--- src/rtl/ps2_rx_fifo.sv ---
// PS/2 receiver that oversamples the pins on the system clock. It decodes 11-bit odd-parity
// frames and queues good bytes in a first-word-fall-through FIFO with a valid/ready read port.
module ps2_rx_fifo #(
    parameter int DATA_BITS      = 8,
    parameter int FIFO_DEPTH     = 4,
    parameter int SYNC_STAGES    = 2,
    parameter int TIMEOUT_CYCLES = 50000,
    localparam int CW            = $clog2(FIFO_DEPTH) + 1
) (
    input  logic                 CLK,
    input  logic                 reset,
    input  logic                 en,
    input  logic                 ps2_clk,
    input  logic                 ps2_data,
    input  logic                 out_ready,
    output logic                 out_valid,
    output logic [DATA_BITS-1:0] out_data,
    output logic [CW-1:0]        fifo_count,
    output logic                 err_parity,
    output logic                 err_frame,
    output logic                 err_ovf,
    output logic [1:0]           fsm_state
);
    localparam int AW = $clog2(FIFO_DEPTH);
    localparam int BW = (DATA_BITS > 1) ? $clog2(DATA_BITS) : 1;
    localparam int TW = $clog2(TIMEOUT_CYCLES + 1);

    typedef enum logic [1:0] {
        IDLE   = 2'd0,
        DATA   = 2'd1,
        PARITY = 2'd2,
        STOP   = 2'd3
    } state_t;

    logic [SYNC_STAGES-1:0] clk_sync;
    logic [SYNC_STAGES-1:0] data_sync;
    logic                   sync_clk;
    logic                   sync_data;
    logic                   prev_sync_clk;
    logic                   fall;

    state_t                 state;
    logic [BW-1:0]          bitcnt;
    logic [DATA_BITS-1:0]   shreg;
    logic                   parity_bit;
    logic [TW-1:0]          tmo_cnt;

    logic [DATA_BITS-1:0]   mem [FIFO_DEPTH];
    logic [AW-1:0]          wr_ptr;
    logic [AW-1:0]          rd_ptr;
    logic [CW-1:0]          count;

    logic push_ok;
    logic pop;
    logic full;
    logic do_push;
    logic ovf;

    assign sync_clk  = clk_sync[SYNC_STAGES-1];
    assign sync_data = data_sync[SYNC_STAGES-1];
    assign fsm_state = state;

    // Pins idle high, so the chains reset to 1 to avoid a false fall on release.
    always_ff @(posedge CLK or negedge reset) begin
        if (!reset) begin
            clk_sync      <= '1;
            data_sync     <= '1;
            prev_sync_clk <= 1'b1;
            fall          <= 1'b0;
        end else begin
            clk_sync      <= {clk_sync[SYNC_STAGES-2:0], ps2_clk};
            data_sync     <= {data_sync[SYNC_STAGES-2:0], ps2_data};
            prev_sync_clk <= sync_clk;
            fall          <= prev_sync_clk & ~sync_clk;
        end
    end

    assign push_ok = en && fall && (state == STOP) && sync_data && (^{shreg, parity_bit});

    always_ff @(posedge CLK or negedge reset) begin
        if (!reset) begin
            state      <= IDLE;
            bitcnt     <= '0;
            shreg      <= '0;
            parity_bit <= 1'b0;
            tmo_cnt    <= '0;
            err_parity <= 1'b0;
            err_frame  <= 1'b0;
        end else begin
            err_parity <= 1'b0;
            err_frame  <= 1'b0;
            if (!en) begin
                state   <= IDLE;
                bitcnt  <= '0;
                tmo_cnt <= '0;
            end else if (fall) begin
                tmo_cnt <= '0;
                case (state)
                    IDLE: begin
                        if (!sync_data) begin
                            state  <= DATA;
                            bitcnt <= '0;
                            shreg  <= '0;
                        end
                    end
                    DATA: begin
                        shreg  <= {sync_data, shreg[DATA_BITS-1:1]};
                        bitcnt <= bitcnt + BW'(1);
                        if (bitcnt == BW'(DATA_BITS - 1)) state <= PARITY;
                    end
                    PARITY: begin
                        parity_bit <= sync_data;
                        state      <= STOP;
                    end
                    STOP: begin
                        // Parity is judged first so a frame never raises both errors.
                        if (!(^{shreg, parity_bit})) err_parity <= 1'b1;
                        else if (!sync_data)         err_frame  <= 1'b1;
                        state <= IDLE;
                    end
                    default: state <= IDLE;
                endcase
            end else if (state == IDLE) begin
                tmo_cnt <= '0;
            end else if (tmo_cnt == TW'(TIMEOUT_CYCLES - 1)) begin
                err_frame <= 1'b1;
                state     <= IDLE;
                bitcnt    <= '0;
                tmo_cnt   <= '0;
            end else begin
                tmo_cnt <= tmo_cnt + TW'(1);
            end
        end
    end

    // Read port: a byte transfers on every CLK edge where out_valid and out_ready are both 1;
    // out_valid never depends on out_ready, and out_data is stable while out_valid waits.
    assign full      = (count == CW'(FIFO_DEPTH));
    assign out_valid = (count != '0);
    assign pop       = out_valid & out_ready;
    assign do_push   = push_ok & (~full | pop);
    assign ovf       = push_ok & full & ~pop;
    assign out_data  = out_valid ? mem[rd_ptr] : '0;
    assign fifo_count = count;

    always_ff @(posedge CLK) begin
        if (do_push) mem[wr_ptr] <= shreg;
    end

    always_ff @(posedge CLK or negedge reset) begin
        if (!reset) begin
            wr_ptr  <= '0;
            rd_ptr  <= '0;
            count   <= '0;
            err_ovf <= 1'b0;
        end else begin
            err_ovf <= ovf;
            if (do_push) wr_ptr <= wr_ptr + AW'(1);
            if (pop)     rd_ptr <= rd_ptr + AW'(1);
            case ({do_push, pop})
                2'b10:   count <= count + CW'(1);
                2'b01:   count <= count - CW'(1);
                default: count <= count;
            endcase
        end
    end
endmodule

--- config.mk ---
export PLATFORM = sky130hd
export DESIGN_NAME = ps2_rx_fifo
export DESIGN_NICKNAME = d
export VERILOG_FILES = /design/src/rtl/ps2_rx_fifo.sv
export SDC_FILE = /design/constraint.sdc
export NUM_CORES = 1
export LEC_CHECK = 0
export CORE_MARGIN = 8
export CORE_UTILIZATION = 55
export CTS_CLUSTER_DIAMETER = 40
export DETAILED_ROUTE_END_ITERATION = 10
export HOLD_SLACK_MARGIN = 0.1
export PLACE_DENSITY = 0.71
export SYNTH_ARGS = -nofsm -noshare
export SYNTH_HDL_FRONTEND = slang
export SYNTH_SLANG_ARGS = --single-unit
--- constraint.sdc ---
create_clock -name CLK -period 8.4 [get_ports CLK]
set_input_delay 1.68 -clock CLK [delete_from_list [all_inputs] [get_ports CLK]]
set_output_delay 1.68 -clock CLK [all_outputs]
set_load 0.02 [all_outputs]
==> summary.md <==
| Metric | Value |
|---|---|
| Status | finished clean |
| Worst slew pin tran | 0.991 ns |
| Hold_buf cts | 0 |
| Congestion Overflow GR | 0 |
| CP Launch Type | input pin |
| Wire length of the first global-routing pass | 9750 um |
| Worst Clk Skew | 0.00538 ns |
| Max Clk Rate | 247 MHz |
| Core ar. | 0.00631 mm^2 |
| Crit path buffers/inverters | 1 |
| Final Hold Vio Count | 0 |
| RR Endpoint | fifo_count[1] |
| Worst setup endpoint | fifo_count[1] |
| Largest stage delay on the critical path | 0.58 ns |
| Main synth FF type | dfrtp_1 |
| Fin crit period | 4.05 ns |
| Post-detail-place hpwl | 3920 um |
| Sum Neg Setup Slack | 0 ns |
| Vias in the first global route | 2,086 |
| Post-synth ARST share | 59.0% |
| WS Path Type | in -> reg |
| Clock root buffer | clkbuf_8 |
| Area grow syn2layout | 13.7% |
| Max Buffers Root-to-Sink | 2 |
| Final setup violation count | 0 |
| Largest area contributor in the netlist | dfrtp_1 |
| PwrDens | 248 mW/mm^2 |
| Period Utilization, post-route | 48.2% |
| Worst endpoint required time | 8.63 ns |
| Hold WC Path Type | reg -> reg |
| CTS tree | yes |
| Critical Path Source | en |
| Leak | 1.63 nW |
| Vias | 2,067 |
| Count of input and output buffers | 22 |
| Final WL | 5730 um |
| Placed instance area | 0.00384 mm^2 |
| HP Start | data_sync[0] |
| Most used routing layer in global routing | met2 |
| Initial antenna violation count | 0 |
| IO Pins | 23 |
| Syn_nets | 283 |
| # rows | 29 |
| RePlAce Congestion | 0.766 |
| Initial core utilization | 56.4% |
| CTS buffer count | 9 |
| CP Cell Sequence | clkdlybuf4s50_1 -> nand4_1 -> or2_0 -> mux2i_4 -> nor2_1 -> fa_1 -> or2_2 -> mux2_4 -> o2111a_1 |
| Cells after synthesis | 265 |
| Most frequent cells in the layout | dfrtp_1, edfxtp_1, nor2_1 |
| Worst vdd ir | 0.168 mV |
| Met1 usage in global routing | 17.4% |
| Iteration-0 DRC Markers | 74 |
| Clock insertion delay at the later pin of the skew report | 0.34 ns |
| Ant. Diodes | 0 |
| R2R setup slack | 5.49 ns |
| Finished Layout Cells | 372 |
| Commonest non-fill, non-tap cell in the layout | dfrtp_1 |
| Sequential element share of the synthesized area | 59.5% |
| Flops & latches, synth | 78 |
| Share of post-route cells with drive strength above 1 | 13.6% |
| Syn avg cell area | 13.4 um^2 |
| R2R cell count | 8 |
| Post-CTS resize count | 0 |
| Nets | 309 |
| Die height | 96.5 um |
| DRT Pass-1 Iters | 5 |
| Layout Utilization | 64.1% |
| Critical Path Stages | 9 |
| Slew headroom | 33.9% |
| Warnings from Yosys | 0 |
| GR Util met2 | 22.1% |
| Clock transition at path regs | 0.07 ns |
| Final ANT Viol Nets | 0 |
| Vias per cell | 5.56 |
| Finished Cell Area | 0.00405 mm^2 |
| Setup Buffers After CTS | 0 |
| Pin count of the biggest net entering global routing | 47 |
| CP max-delay cell | clkdlybuf4s50_1 |
| # H-tree levels | 3 |
| Total Routing Usage GR | 14.0% |
| Setup WS pre-CTS | 4.03 ns |
| Final max-slew violation count | 0 |
| Die area | 0.00930 mm^2 |
| FF-to-FF Start | shreg[2] |
| Number of max-cap violations | 0 |
| Post-Syn Area | 0.00356 mm^2 |
| Worst path top cell family by delay | simple AND/OR/NAND/NOR gates |
| Final worst slack | 4.35 ns |
| Worst path arrival time | 4.28 ns |
| Synth cell types | 48 |
| Met3 Usage GRT | 3.17% |
| Clk sink count | 78 |
| Final hold slack | 0.357 ns |
| Unrepaired setup endpoints after global routing | false |
| Share of the synthesized area in the top cell type | 28.8% |
| Crit end category | flop |
| DR DRC count | 0 |
| WL/cell | 15.4 um |
| Power, Total | 1.00 mW |
| # placed instances | 357 |
| Crit-path max FO | 8 |
| Die Width | 96.5 um |
| EDFF count, synth | 32 |
| Area contributors post-synth | dfrtp_1, edfxtp_1, mux4_2 |
-- power breakdown --
group	leakage [nW]	switching [mW]	internal (mW)
clock	0.106	0.125	0.164
sequential	0.935	0.0419	0.412
combinational	0.589	0.115	0.145
total	1.63	0.282	0.721
-- cell families (layout without fill, tap and decap cells) --
logic type | Yosys count | in the layout | synth area share (%)
simple gates | 94 | 94 | 14.1
xor+xnor | 25 | 25 | 6.99
mux | 14 | 14 | 7.35
fa+ha+maj | 12 | 12 | 4.43
buf+inv | 16 | 46 | 1.72
flops | 78 | 78 | 59.5
compound gates | 26 | 26 | 5.87
-- cell type report --
cell class,instances,area (um^2)
well taps,77,96.3
clock inverters,5,75.1
clock buffers,10,128
flip-flops and latches,78,2120
inverters,9,33.8
fillers,482,2270
repair buffers,22,215
multi-input cells,171,1380
-- worst register-to-register path, cell delays in order (launching register included) --
cell and delay (ns):
dfrtp_1 0.47, xor2_1 0.20, xnor3_2 0.49, mux2i_4 0.37, nor2_1 0.11, fa_1 0.48, or2_2 0.29, mux2_4 0.26
o2111a_1 0.12
-- sequential cells by signal, summed over array words and instances (netlist names) --
register and cells:
bitcnt 3, clk_sync 2, data_sync 2, err_frame 1, err_ovf 1, err_parity 1
fall 1, fifo_count 3, fsm_state 2, mem 32, parity_bit 1, prev_sync_clk 1
rd_ptr 2, shreg 8, tmo_cnt 16, wr_ptr 2
-- cell usage after synthesis (2+ instances only) --
master,number
a21oi_1,2
mux2_2,3
nor2_1,24
nor2b_1,4
nor4b_1,3
mux4_2,8
nand4_1,4
ha_1,11
nand3_1,11
inv_1,9
nand2b_1,2
o22ai_1,2
and3_1,5
nor4bb_1,2
a22o_1,10
xor2_1,9
dfstp_2,5
o2bb2ai_1,2
xnor2_1,14
edfxtp_1,32
clkbuf_1,6
nor3_1,4
o21ai_0,2
or2_2,3
and2_1,14
dfrtp_1,41
nand2_1,12
-- layer usage --
metal  vias to the layer above  wire length [um]
met4                         0               116
met5                         -                 0
met2                        36              2790
met3                        10               251
met1                      1018              2580
li1                       1003                 -
-- how the worst min path moves through the flow --
stage	to	slack, ns	cells past startpoint
after detailed placement	data_sync[1]	0.35	0
after floorplan	clk_sync[1]	0.35	0
after CTS	data_sync[1]	0.36	0
final	data_sync[1]	0.36	0
after global placement	data_sync[1]	0.35	0
after global routing	data_sync[1]	0.36	0
(Power assumes the default switching activity.)
